**src/rtl/frame_buffer_pkg.sv**
```systemverilog
// frame_buffer_pkg: shared read-FSM type and BRAM constants for frame_buffer_scheduler.
// BANK_BITS is 1 when DOUBLE_BUFFER_EN is defined, else 0.
package frame_buffer_pkg;
    typedef enum logic [1:0] {IDLE, READING, FLUSH} rd_state_t;
    localparam int BRAM_LATENCY = 2;
`ifdef DOUBLE_BUFFER_EN
    localparam int BANK_BITS = 1;
`else
    localparam int BANK_BITS = 0;
`endif
endpackage

```
**src/rtl/frame_buffer_scheduler_raster_addr_gen.sv**
```systemverilog
// raster_addr_gen: raster h/v/linear position counter; clear forces position 0 before any step.
module raster_addr_gen #(
    parameter int HCOUNT = 160,
    parameter int VCOUNT = 90,
    localparam int NPIX = HCOUNT * VCOUNT,
    localparam int HW = $clog2(HCOUNT),
    localparam int VW = $clog2(VCOUNT),
    localparam int LW = $clog2(NPIX)
) (
    input  logic          clk_i,
    input  logic          rst_i,
    input  logic          clear_i,
    input  logic          step_i,
    output logic [HW-1:0] h_o,
    output logic [VW-1:0] v_o,
    output logic [LW-1:0] lin_o,
    output logic          last_o
);
    logic [HW-1:0] h_q, h_b, h_d;
    logic [VW-1:0] v_q, v_b, v_d;
    logic [LW-1:0] l_q, l_b, l_d;
    logic          h_wrap;

    assign h_b    = clear_i ? '0 : h_q;
    assign v_b    = clear_i ? '0 : v_q;
    assign l_b    = clear_i ? '0 : l_q;
    assign h_wrap = h_b == HW'(HCOUNT - 1);
    assign h_d    = !step_i ? h_b : h_wrap ? '0 : h_b + 1'b1;
    assign v_d    = !(step_i && h_wrap) ? v_b : (v_b == VW'(VCOUNT - 1)) ? '0 : v_b + 1'b1;
    assign l_d    = !step_i ? l_b : (l_b == LW'(NPIX - 1)) ? '0 : l_b + 1'b1;

    always_ff @(posedge clk_i) begin
        if (rst_i) begin
            h_q <= '0;
            v_q <= '0;
            l_q <= '0;
        end else begin
            h_q <= h_d;
            v_q <= v_d;
            l_q <= l_d;
        end
    end

    assign h_o    = h_q;
    assign v_o    = v_q;
    assign lin_o  = l_q;
    assign last_o = l_q == LW'(NPIX - 1);
endmodule

```
**src/rtl/frame_buffer_scheduler.sv**
```systemverilog
// frame_buffer_scheduler: arbitrates one single-port frame BRAM between camera writes and full-frame reads.
// Define DOUBLE_BUFFER_EN to add a bank bit so reads never see the frame currently being written.
module frame_buffer_scheduler
    import frame_buffer_pkg::*;
#(
    parameter int HCOUNT = 160,
    parameter int VCOUNT = 90,
    parameter int WIDTH = 8,
    localparam int NPIX = HCOUNT * VCOUNT,
    localparam int LW = $clog2(NPIX),
    localparam int AW = LW + BANK_BITS,
    localparam int HW = $clog2(HCOUNT),
    localparam int VW = $clog2(VCOUNT)
) (
    input  logic             clk_in,
    input  logic             rst_in,
    input  logic             wr_valid_in,
    input  logic             wr_sof_in,
    input  logic [WIDTH-1:0] wr_data_in,
    output logic             wr_frame_done_out,
    input  logic             rd_start_in,
    input  logic             rd_ready_in,
    output logic             rd_busy_out,
    output logic             rd_valid_out,
    output logic [WIDTH-1:0] rd_data_out,
    output logic [HW-1:0]    rd_hcount_out,
    output logic [VW-1:0]    rd_vcount_out,
    output logic             rd_done_out,
    output logic [AW-1:0]    bram_addr_out,
    output logic             bram_we_out,
    output logic [WIDTH-1:0] bram_din_out,
    input  logic [WIDTH-1:0] bram_dout_in
);
    logic          wr_acc, wr_last, rd_issue, rd_clear, rd_last;
    logic [LW-1:0] wr_lin, wr_addr, rd_lin;
    logic [HW-1:0] wr_h_unused, rd_h, h1_q, h2_q;
    logic [VW-1:0] wr_v_unused, rd_v, v1_q, v2_q;
    logic [1:0]    vld_q, flush_q;
    logic          busy_q, done_q;
    rd_state_t     state_q;

    // A camera pixel cannot be stalled, so a write always takes the port.
    assign wr_acc            = wr_valid_in & ~rst_in;
    assign wr_addr           = wr_sof_in ? '0 : wr_lin;
    assign wr_frame_done_out = wr_acc & ~wr_sof_in & wr_last;
    assign rd_issue          = ~rst_in & ~wr_valid_in & rd_ready_in & (state_q == READING);
    assign rd_clear          = (state_q == IDLE) & rd_start_in;

    raster_addr_gen #(.HCOUNT(HCOUNT), .VCOUNT(VCOUNT)) u_wr_gen (
        .clk_i(clk_in), .rst_i(rst_in), .clear_i(wr_sof_in & wr_valid_in), .step_i(wr_acc),
        .h_o(wr_h_unused), .v_o(wr_v_unused), .lin_o(wr_lin), .last_o(wr_last)
    );

    raster_addr_gen #(.HCOUNT(HCOUNT), .VCOUNT(VCOUNT)) u_rd_gen (
        .clk_i(clk_in), .rst_i(rst_in), .clear_i(rd_clear), .step_i(rd_issue),
        .h_o(rd_h), .v_o(rd_v), .lin_o(rd_lin), .last_o(rd_last)
    );

`ifdef DOUBLE_BUFFER_EN
    logic bank_q;
    // Swap banks only between read frames so a frame read is never torn.
    always_ff @(posedge clk_in) begin
        if (rst_in) bank_q <= 1'b0;
        else if (wr_frame_done_out && state_q == IDLE) bank_q <= ~bank_q;
    end
    assign bram_addr_out = wr_acc ? {bank_q, wr_addr} : rd_issue ? {~bank_q, rd_lin} : '0;
`else
    assign bram_addr_out = wr_acc ? wr_addr : rd_issue ? rd_lin : '0;
`endif
    assign bram_we_out  = wr_acc;
    assign bram_din_out = wr_acc ? wr_data_in : '0;

    always_ff @(posedge clk_in) begin
        if (rst_in) begin
            state_q <= IDLE;
            busy_q  <= 1'b0;
            done_q  <= 1'b0;
            flush_q <= '0;
            vld_q   <= '0;
            h1_q    <= '0;
            h2_q    <= '0;
            v1_q    <= '0;
            v2_q    <= '0;
        end else begin
            vld_q  <= {vld_q[0], rd_issue};
            h1_q   <= rd_h;
            h2_q   <= h1_q;
            v1_q   <= rd_v;
            v2_q   <= v1_q;
            done_q <= 1'b0;
            case (state_q)
                IDLE: if (rd_start_in) begin
                    state_q <= READING;
                    busy_q  <= 1'b1;
                end
                READING: if (rd_issue && rd_last) begin
                    state_q <= FLUSH;
                    flush_q <= '0;
                end
                FLUSH: if (flush_q == 2'(BRAM_LATENCY - 2)) begin
                    state_q <= IDLE;
                    busy_q  <= 1'b0;
                    done_q  <= 1'b1;
                end else flush_q <= flush_q + 2'd1;
                default: state_q <= IDLE;
            endcase
        end
    end

    assign rd_busy_out   = busy_q;
    assign rd_done_out   = done_q;
    assign rd_valid_out  = vld_q[1];
    assign rd_hcount_out = h2_q;
    assign rd_vcount_out = v2_q;
    assign rd_data_out   = vld_q[1] ? bram_dout_in : '0;
endmodule
```
**config.mk**
```make
export PLATFORM = sky130hd
export DESIGN_NAME = frame_buffer_scheduler
export DESIGN_NICKNAME = d
export VERILOG_FILES = /design/src/rtl/frame_buffer_pkg.sv /design/src/rtl/frame_buffer_scheduler_raster_addr_gen.sv /design/src/rtl/frame_buffer_scheduler.sv
export SDC_FILE = /design/constraint.sdc
export NUM_CORES = 1
export LEC_CHECK = 0
export CAP_MARGIN = 20
export CORE_UTILIZATION = 56
export CTS_CLUSTER_DIAMETER = 150
export DETAILED_ROUTE_END_ITERATION = 16
export PLACE_DENSITY_LB_ADDON = 0.25
export SETUP_SLACK_MARGIN = 0.02
export SLEW_MARGIN = 20
export SYNTH_ARGS = -nofsm -noshare
export SYNTH_HDL_FRONTEND = slang
export SYNTH_SLANG_ARGS = --single-unit
export TNS_END_PERCENT = 30
```
**constraint.sdc**
```tcl
create_clock -name clk_in -period 6.8 [get_ports clk_in]
set_input_delay 1.7 -clock clk_in [delete_from_list [all_inputs] [get_ports clk_in]]
set_output_delay 1.7 -clock clk_in [all_outputs]
set_load 0.005 [all_outputs]
```
== Word level (Yosys, flattened, before mapping) ==
Cells that the tools add are included.

* Register bits after elaboration: 81
* Input port bits: 22
* Output and inout bits: 50
* Word-level logic and storage cells: 80

* $add $sub $neg: 5
* Equal/unequal tests: 12
* Muxes and demuxes: 28
* Bitwise gates (word level): 12
* Reductions and logical operators: 10

{| class="wikitable"
|+ Operator list
! operator !! count
|-
| 14-bit two-way mux || 9
|-
| 14-bit == test, second input constant || 4
|-
| 8-bit two-way mux || 5
|-
| 14-bit by 1-bit adder with 14-bit output, second input constant || 2
|-
| 7-bit two-way mux || 3
|-
| 2-bit two-way mux || 5
|-
| 3-bit AND reduction || 3
|-
| 8-bit by 1-bit adder with 8-bit output, second input constant || 1
|-
| 1-bit AND || 8
|-
| 8-bit == test, second input constant || 1
|-
| 7-bit by 1-bit adder with 7-bit output, second input constant || 1
|-
| 7-bit == test, second input constant || 1
|-
| 2-bit != test, second input constant || 3
|-
| 2-bit one-hot mux with 3 select lines || 1
|-
| 2-bit zero test || 2
|-
| 1-bit NOT || 4
|-
| 2-bit one-hot mux with 2 select lines || 1
|-
| 2-bit nonzero test || 2
|-
| 1-bit two-way mux || 3
|-
| 2-bit by 1-bit adder with 2-bit output, second input constant || 1
|-
| 2-bit by 1-bit == test with 1-bit output, second input constant || 1
|-
| 2-bit == test, second input constant || 1
|-
| 1-bit logical AND || 2
|-
| 2-bit by 1-bit != test with 1-bit output, second input constant || 1
|-
| other kinds (2) || 2
|}

== Logic depth before layout (Yosys ltp) ==
* Depth after elaboration: 7
* Gate-level depth with buffers: 12
* Gate-level depth less buffers: 10

== Cells and area by module ==
Synthesis repeated with hierarchy kept, for this count alone.

* Cell total of the unflattened synthesis: 508
* Area total of the unflattened synthesis: 4590.7 sq um

{| class="wikitable"
|+ Modules (own cells, without submodules)
! module !! times used !! cells each !! area an instance (sq um) !! sequential area each (sq um)
|-
| raster_addr_gen || 2 || 180 || 1516.5 || 580.6
|-
| frame_buffer_scheduler || 1 || 148 || 1557.7 || 760.7
|}

== Least setup slack after synthesis ==
No wires, ideal clock.

* Path kind: in2out
* Start point: input rst_in
* End point: output bram_addr_out[10]
* Data arrival time: 2879 ps
* Data required time: 5100 ps
* Slack: 2221 ps
* Stages on the path: 5
* Path buffers: 2
* Path through: clkbuf_8 > or2b_2 > nor2_1 > clkbuf_1 > a22o_1

* Longest elaborated chain between the ends: 6
* Elaborated cells between the ends (all ways): 7
* Classes of those cells: mux (2); bitwise (5)

{| class="wikitable"
|+ RTL lines
! item !! RTL line !! source
|-
| start: declaration || frame_buffer_scheduler.sv:16 || <nowiki>input logic rst_in,</nowiki>
|-
| 1-bit NOT (*) || frame_buffer_scheduler.sv:43, frame_buffer_scheduler.sv:46 ||
|-
| 1-bit AND (3 in a row) || frame_buffer_scheduler.sv:46 || <nowiki>assign rd_issue = ~rst_in & ~wr_valid_in & rd_ready_in & (state_q == READING);</nowiki>
|-
| 14-bit two-way mux || frame_buffer_scheduler.sv:68 || <nowiki>assign bram_addr_out = wr_acc ? wr_addr : rd_issue ? rd_lin : '0;</nowiki>
|-
| 14-bit two-way mux (*) || frame_buffer_scheduler.sv:68 ||
|-
| end: declaration || frame_buffer_scheduler.sv:29 || <nowiki>output logic [AW-1:0] bram_addr_out,</nowiki>
|}

Mark *: on every way between the ends. The rest lies on a longest branch, timed or not.

== Worst setup path after layout ==
* Start point: input wr_valid_in
* End point: output bram_addr_out[11]

* Longest elaborated chain between the ends: 6
* Elaborated cells between the ends (all ways): 7
* Classes of those cells: mux (2); bitwise (5)

{| class="wikitable"
|+ RTL lines
! item !! RTL line !! source
|-
| start: declaration || frame_buffer_scheduler.sv:17 || <nowiki>input logic wr_valid_in,</nowiki>
|-
| 1-bit NOT || frame_buffer_scheduler.sv:46 ||
|-
| 1-bit AND (3 in a row) || frame_buffer_scheduler.sv:46 ||
|-
| 14-bit two-way mux || frame_buffer_scheduler.sv:68 ||
|-
| 14-bit two-way mux (*) || frame_buffer_scheduler.sv:68 ||
|}

Marked as above.

==> out/metrics.csv <==
metric;value;unit
depth of the worst register-to-register path;10;
placed wire-length estimate;5740;um
vias in the first global route;2888;
# resized after CTS;0;
post-detailed-route count of antenna-violating nets;0;
top cells by area in the synthesized netlist;sky130_fd_sc_hd__dfxtp_1, sky130_fd_sc_hd__nor2b_1, sky130_fd_sc_hd__and2_1;
worst-case clock skew;7.48;ps
kind of critical path;primary input to output port;
largest voltage drop on the vdd net;0.000164;V
number of stages on the worst hold path;1;
number of enable flip-flop cells after synthesis;0;
total leakage power;0.00171;uW
CTS H-Tree Depth;3;
Antenna Diode Count;0;
arrival time of data at the critical path endpoint;4040;ps
portion of the post-synthesis area used by sequential elements;43.3;%
total die area;7020;um^2
DRC Markers;0;
worst-margin pin slew;731;ps
global-route wire length before repair;13500;um
final number of hold-violating endpoints;0;
number of max-slew violations in the final report;0;
Max-Cap Viols;0;
remaining global-route overflow;0;
initial standard-cell utilization of the core;58.7;%
violation count after the first detailed-routing iteration;187;
average instance area after synthesis;8.84;um^2
Yosys top cell area share;43.3;%
warnings from Yosys;0;
worst hold slack;442;ps
post-detailed-routing wire length;8020;um
cell count after synthesis;424;
Cell Area, Synth;3750;um^2
utilization of the core after routing;73.4;%
Layout fillers;484;
number of buffers added by the clock tree synthesis step;9;
vias per inst;5.49;
Site Rows;29;
overall routing resource usage;24.1;%
fraction of layout instances using a drive strength above 1;6.43;%
leading area contributor after synthesis;sky130_fd_sc_hd__dfxtp_1;
final period utilization;84.4;%
worst-case headroom to the max-slew limit;51.3;%
post-CTS setup buffer count;0;
power density cells;216;nW/um^2
kind of path behind the tightest hold check;flop to flop;
number of antenna violations at the first check in global routing;0;
outcome;complete, no violations;
area grow syn2layout;25.1;%
average wire per standard cell;14.0;um
Floorplan Core Area;6390;um^2
Total Negative Setup Slacks;0;ps
clock latency of the later-clocked register in the worst-skew pair;360;ps
clock tree root buffer cell;sky130_fd_sc_hd__clkbuf_8;
fmax;174;MHz
die span in y;83.8;um
final number of setup-violating endpoints;0;
crit path launch type;primary input;
number of vias after detailed routing;3154;
number of buffers inserted for hold repair after clock tree synthesis;0;
endpoint class of the critical path;output port;
Unique masters post-synth;55;
number of primary I/O pins;72;
Die X-Extent;83.8;um
commonest cells in the synthesized netlist;sky130_fd_sc_hd__dfxtp_1, sky130_fd_sc_hd__nor2_1, sky130_fd_sc_hd__nand2_1, sky130_fd_sc_hd__nor2b_1, sky130_fd_sc_hd__and2_1;
peak fanout along the critical path;9;
share of synthesized flip-flops with an asynchronous set or reset;0;%
clock slew at reported path FFs;90;ps
TritonCTS clock tree;yes;
Post-DP Area;4470;um^2
Final Net Count;526;
RSZ-0062 raised after global routing;no;
Routability Congestion;0.962;
count of TritonRoute iterations in the first routing pass;6;
buffers from clock root to sink, at most;2;
synthesized net count;457;
flops & latches, synth;81;
maximum number of pins on one net before global-route repair;55;
post-route cell area;4680;um^2
final critical path time including I/O delays and setup;5740;ps
clock sinks;81;
number of input and output port buffers inserted;71;
top flip-flop cell by instance count after synthesis;sky130_fd_sc_hd__dfxtp_1;
cell with the most instances after synthesis;sky130_fd_sc_hd__dfxtp_1;
Crit path required time;5100;ps
cell usage in the layout (no fill, tap or decap), drive strengths merged, types with 3 or more instances in the layout:
cell and n:
and4 3, nand4 12, ha 11, nand3 19, and3 7, a31oi 3
nor4 4, dfxtp 81, o21ai 6, or2b 4, inv 19, nor2 45
nor2b 32, nor3b 3, xnor2 12, nor3 11, nand2 36, a22o 12
nand2b 5, clkdlybuf4s50 70, buf 4, xor2 15, clkbuf 9, a21oi 18
and2 27
path summary, 6_finish.rpt:
path              slack [ps]                    start                          end
setup / recovery        1060              wr_valid_in            bram_addr_out[11]
hold / removal           440       h1_q[2]$_SDFF_PP0_  rd_hcount_out[2]$_SDFF_PP0_
setup reg to reg        3860  state_q[0]$_SDFFE_PP0P_   u_rd_gen.v_o[2]$_SDFF_PP0_
hold reg to reg          440       h1_q[2]$_SDFF_PP0_  rd_hcount_out[2]$_SDFF_PP0_
stage by stage:
stage          instances  power (uW)  setup slack [ps]
2_1_floorplan        424         604              2220
3_3_place_gp         559         644              1170
3_5_place_dp         559         649              1100
4_1_cts              575        1020              1090
5_1_grt              575        1060               947
6_report             575        1010              1060
sequential cells by signal, summed over array words and instances, names as in the netlist:
register / count
rd_done_out: 1
state_q: 2
u_rd_gen.v_o: 7
h1_q: 8
rd_hcount_out: 8
vld_q: 2
u_wr_gen.lin_o: 14
v1_q: 7
u_rd_gen.h_o: 8
u_rd_gen.lin_o: 14
rd_vcount_out: 7
rd_busy_out: 1
flush_q: 2
worst max-delay path, cell delays in order:
cell,delay (ps)
sky130_fd_sc_hd__clkdlybuf4s50_1,630
sky130_fd_sc_hd__or2b_2,380
sky130_fd_sc_hd__nor2_1,390
sky130_fd_sc_hd__buf_4,260
sky130_fd_sc_hd__a22o_1,170
sky130_fd_sc_hd__clkdlybuf4s50_1,510
area by class of cell:
class	instances	area, um^2	share of cell area [%]
flip-flops and latches	81	1620	34.6
repair buffers	74	728	15.5
well taps	77	96.3	2.06
clock buffers	9	124	2.64
inverters	16	60.1	1.28
clock inverters	7	86.3	1.84
multi-input cells	311	1970	42.0
cell families after synthesis:
logic type	count (synthesis)	share of synthesized area, %
flops	81	43.3
fa+ha+maj	11	3.67
mux	2	0.534
compound gates	53	9.82
simple gates	218	32.2
buf+inv	32	4.17
xor+xnor	27	6.31
report_power, final:
part	internal, uW	switching, uW
Combinational	65.5	83.2
Clock	178	193
Sequential	483	8.01
layer usage:
layer	track usage, %	up-vias	part of all wire (%)
met1	31.1	1453	45
met2	39.5	110	48
li1	-	1582	-
met4	9.09	0	1.1
met5	0	-	0
met3	5.04	9	6.5
No activity file was read; power rests on OpenSTA's default activity.
